[src/rtl/tpu_sequencer.sv]
// tpu_sequencer: start/done control FSM that loads a weight tile, then streams skewed input tiles through the systolic array.
// Define TPU_SEQ_PERF_CNT_EN to enable the busy_cycles performance counter (tied to 0 otherwise).
module tpu_sequencer #(
    parameter int WIDTH_HEIGHT  = 16,
    parameter int ADDR_WIDTH    = 8,
    parameter int TILE_W        = 8,
    parameter int ARRAY_LATENCY = 17
) (
    input  logic                               clk,
    input  logic                               reset,
    input  logic                               start,
    input  logic [TILE_W-1:0]                  num_tiles,
    input  logic [ADDR_WIDTH-1:0]              weight_rd_addr_base,
    input  logic [ADDR_WIDTH-1:0]              input_rd_addr_base,
    input  logic [ADDR_WIDTH-1:0]              output_wr_addr_base,
    output logic                               busy,
    output logic                               done,
    output logic [WIDTH_HEIGHT-1:0]            weightMem_rd_en,
    output logic [WIDTH_HEIGHT*ADDR_WIDTH-1:0] weightMem_rd_addr,
    output logic [WIDTH_HEIGHT-1:0]            fifo_en,
    output logic [WIDTH_HEIGHT-1:0]            weight_write,
    output logic                               sys_active,
    output logic [WIDTH_HEIGHT-1:0]            inputMem_rd_en,
    output logic [WIDTH_HEIGHT*ADDR_WIDTH-1:0] inputMem_rd_addr,
    output logic [WIDTH_HEIGHT-1:0]            outputMem_wr_en,
    output logic [WIDTH_HEIGHT*ADDR_WIDTH-1:0] outputMem_wr_addr,
    output logic [31:0]                        busy_cycles
);
    localparam int WH = WIDTH_HEIGHT;
    localparam int AW = ADDR_WIDTH;
    localparam int L  = ARRAY_LATENCY;
    localparam int CW = $clog2(2*WH + L + 1);
    localparam logic [CW-1:0] C_LOAD   = CW'(WH);
    localparam logic [CW-1:0] C_STREAM = CW'(2*WH - 2);
    localparam logic [CW-1:0] C_FLUSH  = CW'(L - 1);

    typedef enum logic [2:0] {IDLE, LOAD_W, COMMIT, STREAM, FLUSH, FIN} state_t;
    state_t state, state_nx;

    logic [CW-1:0]      cnt;
    logic [TILE_W-1:0]  n_tiles, k;
    logic [AW-1:0]      w_base, in_base, out_base, tile_off;
    logic [WH-1:0]      rd_en_nx;
    logic [WH*AW-1:0]   rd_addr_nx;
    logic               w_rd;
    logic [WH-1:0]      d_en   [L];
    logic [WH*AW-1:0]   d_addr [L];

    always_comb begin
        state_nx = state;
        case (state)
            IDLE:    if (start) state_nx = (num_tiles == '0) ? FIN : LOAD_W;
            LOAD_W:  if (cnt == C_LOAD) state_nx = COMMIT;
            COMMIT:  state_nx = STREAM;
            STREAM:  if (cnt == C_STREAM) state_nx = FLUSH;
            FLUSH:   if (cnt == C_FLUSH) state_nx = ((k + TILE_W'(1)) < n_tiles) ? STREAM : FIN;
            FIN:     state_nx = IDLE;
            default: state_nx = IDLE;
        endcase
    end

    // Diagonal skew: lane i runs WH cycles starting at t=i, reading row t-i of the current tile.
    always_comb begin
        rd_en_nx   = '0;
        rd_addr_nx = '0;
        for (int i = 0; i < WH; i++) begin
            rd_en_nx[i] = state == STREAM && cnt >= CW'(i) && cnt < CW'(i + WH);
            rd_addr_nx[i*AW +: AW] = rd_en_nx[i] ? in_base + tile_off + AW'(cnt - CW'(i)) : '0;
        end
    end

    assign w_rd = state == LOAD_W && cnt < C_LOAD;

    always_ff @(posedge clk) begin
        if (reset) begin
            state    <= IDLE;
            cnt      <= '0;
            k        <= '0;
            n_tiles  <= '0;
            w_base   <= '0;
            in_base  <= '0;
            out_base <= '0;
            tile_off <= '0;
        end else begin
            state <= state_nx;
            cnt   <= (state_nx == state) ? cnt + CW'(1) : '0;
            if (state == IDLE && start) begin
                n_tiles  <= num_tiles;
                w_base   <= weight_rd_addr_base;
                in_base  <= input_rd_addr_base;
                out_base <= output_wr_addr_base;
            end
            if (state == COMMIT) begin
                k        <= '0;
                tile_off <= '0;
            end else if (state == FLUSH && cnt == C_FLUSH) begin
                k        <= k + TILE_W'(1);
                tile_off <= tile_off + AW'(WH);
            end
        end
    end

    // Outputs lag the state by one register stage; writes trail reads by exactly L cycles.
    always_ff @(posedge clk) begin
        if (reset) begin
            busy              <= 1'b0;
            done              <= 1'b0;
            weightMem_rd_en   <= '0;
            weightMem_rd_addr <= '0;
            fifo_en           <= '0;
            weight_write      <= '0;
            sys_active        <= 1'b0;
            inputMem_rd_en    <= '0;
            inputMem_rd_addr  <= '0;
            for (int s = 0; s < L; s++) begin
                d_en[s]   <= '0;
                d_addr[s] <= '0;
            end
        end else begin
            busy              <= (state == IDLE) ? start : (state != FIN);
            done              <= state == FIN;
            weightMem_rd_en   <= {WH{w_rd}};
            weightMem_rd_addr <= w_rd ? {WH{w_base + AW'(cnt)}} : '0;
            fifo_en           <= {WH{state == LOAD_W && cnt != '0}};
            weight_write      <= {WH{state == COMMIT}};
            sys_active        <= |inputMem_rd_en;
            inputMem_rd_en    <= rd_en_nx;
            inputMem_rd_addr  <= rd_addr_nx;
            d_en[0]           <= inputMem_rd_en;
            for (int i = 0; i < WH; i++)
                d_addr[0][i*AW +: AW] <= inputMem_rd_en[i] ?
                    inputMem_rd_addr[i*AW +: AW] - in_base + out_base : '0;
            for (int s = 1; s < L; s++) begin
                d_en[s]   <= d_en[s-1];
                d_addr[s] <= d_addr[s-1];
            end
        end
    end

    assign outputMem_wr_en   = d_en[L-1];
    assign outputMem_wr_addr = d_addr[L-1];

`ifdef TPU_SEQ_PERF_CNT_EN
    always_ff @(posedge clk) begin
        if (reset || (state == IDLE && start))
            busy_cycles <= '0;
        else if (busy && !(&busy_cycles))
            busy_cycles <= busy_cycles + 32'd1;
    end
`else
    assign busy_cycles = '0;
`endif
endmodule
[config.mk]
export PLATFORM = sky130hd
export DESIGN_NAME = tpu_sequencer
export DESIGN_NICKNAME = d
export VERILOG_FILES = /design/src/rtl/tpu_sequencer.sv
export SDC_FILE = /design/constraint.sdc
export NUM_CORES = 2
export LEC_CHECK = 0
export CORE_MARGIN = 5
export CORE_UTILIZATION = 53
export CTS_CLUSTER_DIAMETER = 100
export CTS_CLUSTER_SIZE = 12
export DETAILED_ROUTE_END_ITERATION = 16
export GPL_TIMING_DRIVEN = 0
export PLACE_DENSITY = 0.84
export SLEW_MARGIN = 40
export SYNTH_ARGS = -nofsm -noshare
export SYNTH_HDL_FRONTEND = slang
export SYNTH_SLANG_ARGS = --single-unit
[constraint.sdc]
create_clock -name clk -period 3.49 [get_ports clk]
set_clock_uncertainty 0.15 [all_clocks]
set_input_delay 0.698 -clock clk [delete_from_list [all_inputs] [get_ports clk]]
set_output_delay 0.698 -clock clk [all_outputs]
set_load 0.01 [all_outputs]
Word level (Yosys, flattened, before mapping)
Memories as Yosys holds them, arrays and structs flattened.
Cells that the tools add are included.
- flip-flop bits (word level): 335
- memory bits (writable): 2448
- memories: 2
- memory list (name ; depth ; bits a word ; rd ports ; clocked after memory_dff ; write ports ; line ; source):
    d_addr ; 17 ; 128 ; 17 ; 0 ; 17 ; 47 ; logic [WH*AW-1:0] d_addr [L];
    d_en ; 17 ; 16 ; 17 ; 0 ; 17 ; 46 ; logic [WH-1:0] d_en [L];
- add/subtract/negate cells: 68
- magnitude comparators: 33
- equal/unequal tests: 9
- multiplexer cells: 76
- bitwise gates (word level): 67
- reductions and logical operators: 59
- operators by type and width (kind ; count):
    $mux 128 ; 16
    $mux 16 ; 17
    $add 8x8->8 ; 32
    $mux 8 ; 32
    $sub 8x8->8 ; 16
    $lt 6x5->1 const B ; 16
    $sub 6x4->7 const B ; 8
    $or 1x1->1 ; 49
    $ge 6x4->1 const B ; 8
    $reduce_or 2->1 ; 19
    $logic_and 1x1->1 ; 36
    $sub 6x3->7 const B ; 4
    $ge 6x3->1 const B ; 4
    $mux 3 ; 6
    $not 1->1 ; 18
    $add 8x6->8 ; 2
    $reduce_or 16->1 ; 1
    $pmux 3 s5 ; 1
    $sub 6x2->7 const B ; 2
    $eq 6x5->1 const B ; 2
    $ge 6x1->1 const B ; 2
    $ge 6x2->1 const B ; 2
    $add 8x1->8 const B ; 1
    $add 8x5->8 const B ; 1
    other kinds (12) ; 17

Longest topological paths before layout
- word-level depth: 8
- depth in mapped cells: 13

Worst setup path before layout
OpenSTA, ideal clock, no wires.
- path type: reg-to-reg
- from: reg cnt[1]
- to: reg inputMem_rd_addr[111]
- arrival time: 3228 ps
- data required time: 3270 ps
- path slack: 42 ps
- cell stages (with the launch flop): 13
- buffers on the path: 1
- period minus slack after synthesis: 3448 ps
- cell sequence: dfxtp_1 > clkbuf_1 > inv_1 > ha_1 > a21oi_1 > xnor2_1 > inv_1 > ha_1 > and3_1 > a2111oi_0 > a21oi_1 > or3_1 > a21oi_1
- word-level cells in the longest chain between the ends: 5
- RTL lines (item ; line ; source):
    from (decl) ; 40 ; logic [CW-1:0] cnt;
    from (signal assigned) ; 86 ; cnt <= (state_nx == state) ? cnt + CW'(1) : '0;
    branches (longest 5 deep; another with $add 8x8->8) ; - ;
    to (signal assigned) ; 128 ; inputMem_rd_addr <= rd_addr_nx;
    to (decl) ; 24 ; output logic [WIDTH_HEIGHT*ADDR_WIDTH-1:0] inputMem_rd_addr,
Parallel ways; which one is timed is not known.
A chain may end at the register's enable or synchronous reset.

Worst setup path in the final report
- from: reg cnt[2]
- to: reg inputMem_rd_addr[31]
- word-level cells in the longest chain between the ends: 5
- RTL lines (item):
    branches (longest 5 deep; another with $add 8x8->8)
Parallel ways; which one is timed is not known.

==> summary by stage <==
Outcome
The flow ran to the end, and the final reports show no timing, DRC or antenna violations.

Power
Dividing total power by cell area gives a power density of 551.6 mW/mm^2. The share of total power dissipated in the clock network is 0.402. Summed over all nets, the switching power comes to 0.01236 W. Of the total power, registers draw 0.542.

Summed over all cells, the static leakage comes to between 40 and 50 nW. Across the VDD grid, the largest voltage drop is between 0.0005 and 0.0006 V. The combinational share of power is 0.056. The switching power share of the total is 0.2198. The internal power consumption is ~0.044 W.

Finish
The count of nets after finishing is between 9000 and 10000. The area added between synthesis and finish is 17.30%. Summing all multi-input logic gate instances after layout gives 0.02856 sq mm. The layout filler cell count is around 12000. The proportion of layout cells with a drive suffix above 1 is 0.08516.

The area used by sequential logic in the layout is 0.05327 sq mm.

Clocking
The tree is rooted in a clkbuf_16. The clock tree buffer depth is 3. In this run, post-CTS hold repair placed 0 buffers. TritonCTS built the clock tree. The CTS H-tree depth is 4. Clock tree synthesis inserted a total of 241 buffers. The clock latency on the worst-skew pair is approximately 0.85 ns. The clock sink count is approximately 2700. Clock-pin slew was measured on the worst setup and hold paths at roughly 0.060 ns.

Die
Measured along the x axis, the die boundary spans slightly above 400 um. The floorplan step defined a die boundary enclosing ~0.17 sq mm. The number of I/O pins is about 530.

The number of cell rows is 148. The overall die height is 414.8 um. The floorplan step defined a core boundary enclosing 0.1628 sq mm. For this configuration, the core starts out at a cell density of 0.5337.

Logic synthesis
The synthesis warning total is 0. Synthesis handed over a netlist of between 7000 and 8000 instances. The top flip-flop cell by instance count after synthesis is dfxtp_1. Summed over all instances, the cell type with the most area after synthesis is dfxtp_1. The fraction of post-synthesis cell area in the top cell type by area is 0.6128.

The number of distinct standard cells referenced by the synthesized netlist is 72. The proportion of synthesized chip area in sequential cells is 0.6128. In the post-synthesis netlist, the biggest area contributors are dfxtp_1, nor2b_1, ha_1, buf_4, fa_1.

The post-synthesis async set-or-reset flop share is 0. The flip-flop and latch count after synthesis is 2659. The average instance area after synthesis is between 10 and 15 sq um. The number of flops mapped to enable cells by yosys is 0. The netlist area before placement is roughly 0.087 sq mm.

GRT
The initial antenna violation count is 6. The total routing usage reported by global routing is 0.2183. Entering global routing, the biggest net connects 22 pins. The total grt overflow is 0. The first global-routing pass estimated between 200000 and 300000 um of wire. The via count of the first global-routing pass is approximately 53000.

Timing
The minimum hold slack is around 0.23 ns. The setup total negative slack is 0 ns. In the finished design, the share of the clock period the worst path needs comes to 0.9966. Timing would allow up to 287.5 MHz. Setup violations remaining at the end of the flow were counted as 0. Setup repair after global routing could not meet its margin everywhere. For the finished layout, the period the worst path requires is 3.478 ns. Headroom to the max-slew limit came out at 0.4401. The worst-margin pin slew is 0.8398 ns. The total count of max-transition violations in the final report is 0.

The hold violation total from the final report is 0.

Worst hold path
The worst hold path belongs to the class reg -> reg.

Route
The number of vias per cell is between 4 and 5. After detailed routing, the number of remaining DRC violations is 0. The detail route stage leaves a number of antenna-violating nets equal to 0. Detailed routing inserted a total of ~50000 vias. The post-detailed-routing wire length is 189400 um.

The length of the first detailed-routing pass in iterations is 6. The detail-routed net length per standard cell is approximately 17 um. The DRC marker count from the first detailed-route iteration is around 2400.

Critical path
The cell type of the slowest stage on the worst timing path is dfxtp_4. Data on the critical path is required at its endpoint by 4.08 ns. The highest net fanout along the worst path is 9.

Setup slack on the worst reg-to-reg path comes out at approximately 0.012 ns. Data arrives at the worst endpoint at around 4 ns. The worst setup path is launched from a register. The signal on the critical path passes through buf_6, clkinvlp_4, buf_4, ha_2, nand2b_1, xnor2_1, ha_1, and3_1, a2111oi_4, a21oi_1, or3_1, a21oi_4. On the worst path, the slowest cell contributes a delay of approximately 0.42 ns. The kind of capture point of the worst setup path is a register.

The classification of the worst setup path is reg -> reg.

Run
Across the run, the number of max-cap violations was 0.

Placement
The final weighted congestion in routability-driven placement is approximately 0.95. The number of I/O port buffers is 501. Summed over all nets, the half-perimeter wirelength after detailed placement is between 100000 and 150000 um.
synthesized netlist by cell type (all sizes together) (11+ instances only):
cell type	number
xnor2	98
clkbuf	300
o21a	28
inv	460
o211ai	25
ha	227
or3	41
nand2	148
a21oi	176
o21ai	115
xnor3	14
nand3	32
and2	30
nor3	45
nand2b	25
xor2	83
a21o	21
mux2i	18
nor2	269
dfxtp	2659
or2	17
o2111ai	11
buf	353
nor2b	2336
a31oi	19
and3	20
nor3b	27
fa	118
nand3b	12
a21boi	24
layer usage:
metal	GRT usage	vias up	wire [um]
met2	0.4025	1327	98140
met4	0.1272	0	12590
met5	0	-	0
met3	0.04114	450	9024
met1	0.2318	23356	69690
li1	-	25248	-
power groups by stage:
stage | logic, W | clock network, W | registers [W]
detailed placement | 0.00306 | 0 | 0.0311
global placement | 0.00291 | 0 | 0.0312
floorplan | 0.00211 | 0 | 0.0311
CTS | 0.00311 | 0.0231 | 0.0305
finish | 0.00315 | 0.0226 | 0.0305
global route | 0.00349 | 0.0244 | 0.0304
sequential cells by signal, summed over array words and instances (netlist names), 6 cells and up:
| register | cells |
|---|---|
| d_addr | 2176 |
| d_en | 272 |
| inputMem_rd_addr | 128 |
| inputMem_rd_en | 16 |
| in_base | 8 |
| k | 8 |
| n_tiles | 8 |
| out_base | 8 |
| w_base | 8 |
| weightMem_rd_addr | 8 |
| cnt | 6 |
path summary, 6_finish.rpt:
kind                                endpoint                      start  cells after the start
max reg2reg  inputMem_rd_addr[31]$_SDFF_PP0_          cnt[2]$_SDFF_PP0_                     12
min                d_addr[0][898]$_SDFF_PP0_  d_addr[0][770]$_SDFF_PP0_                      1
min reg2reg        d_addr[0][898]$_SDFF_PP0_  d_addr[0][770]$_SDFF_PP0_                      1
max          inputMem_rd_addr[31]$_SDFF_PP0_          cnt[2]$_SDFF_PP0_                     12
worst max-delay path: cells and delay by family, from the launching register on:
kind	cells	cell delay (ns)
buf+inv	3	0.59
compound gates	3	0.72
flops	1	0.42
simple gates	3	0.80
xor+xnor	1	0.10
fa+ha+maj	2	0.62
placed cells by master, fill, tap and decap left out, types with 14 or more instances in the layout:
cell | Yosys | routed
clkbuf_1 | 300 | 287
mux2i_1 | 18 | 18
buf_4 | 342 | 357
conb_1 | 1 | 32
xnor2_1 | 97 | 91
nand3_1 | 32 | 32
clkdlybuf4s50_1 | 0 | 501
ha_1 | 227 | 219
o211ai_1 | 25 | 25
nand2_1 | 148 | 148
fa_1 | 118 | 117
nor3b_1 | 27 | 27
or3_1 | 39 | 39
inv_1 | 460 | 449
xnor3_1 | 14 | 14
dfxtp_1 | 2659 | 2648
xor2_1 | 83 | 82
and3_1 | 20 | 20
a21o_1 | 21 | 21
nor2_1 | 268 | 268
clkbuf_16 | 0 | 243
nor2b_1 | 2336 | 2334
a21oi_1 | 173 | 169
nand2b_1 | 24 | 24
a31oi_1 | 19 | 19
o21a_1 | 28 | 28
or2_2 | 16 | 16
and2_1 | 29 | 29
o21ai_0 | 112 | 112
nor3_1 | 45 | 45
a21boi_0 | 24 | 24
cells by family (layout without fill, tap and decap cells):
| kind of cell | after synthesis | in the layout | synth area share |
|---|---|---|---|
| xor+xnor | 196 | 196 | 0.02224 |
| other cells | 1 | 37 | 0.00004317 |
| flops | 2659 | 2659 | 0.6128 |
| fa+ha+maj | 345 | 345 | 0.05989 |
| simple gates | 3027 | 3027 | 0.2062 |
| mux | 18 | 18 | 0.002074 |
| compound gates | 476 | 476 | 0.03360 |
| buf+inv | 1114 | 1901 | 0.06316 |
what timing repair did:
item                       in CTS  in global routing
pin swaps                       1                  2
gates resized for setup        50                 25
setup endpoints to repair      84                 23
setup buffers                  10                  5
stage by stage:
stage          cells  utilization  setup slack (ns)  area [sq um]  power [W]
6_report       10834       0.6260           0.01193        101900    0.05621
5_1_grt        10831       0.6260          -0.07710        101900    0.05830
4_1_cts        10823       0.6250          -0.04819        101700    0.05664
3_5_place_dp   10551       0.5835            -1.473         94980    0.03418
3_3_place_gp   10543       0.5819            -2.435         94720    0.03407
2_1_floorplan   7867            -           0.04170         86980    0.03322
area by class of cell:
cell class / count / share of cell area
clock inverters: 18 / 0.004040
multi-input cells: 4094 / 0.2802
well taps: 2175 / 0.02671
plain buffers: 651 / 0.03729
inverters: 461 / 0.01713
diodes: 5 / 0.0001228
clock buffers: 246 / 0.05979
repair buffers: 525 / 0.05194
flip-flops and latches: 2659 / 0.5227
Power figures use the tool's default switching activity.
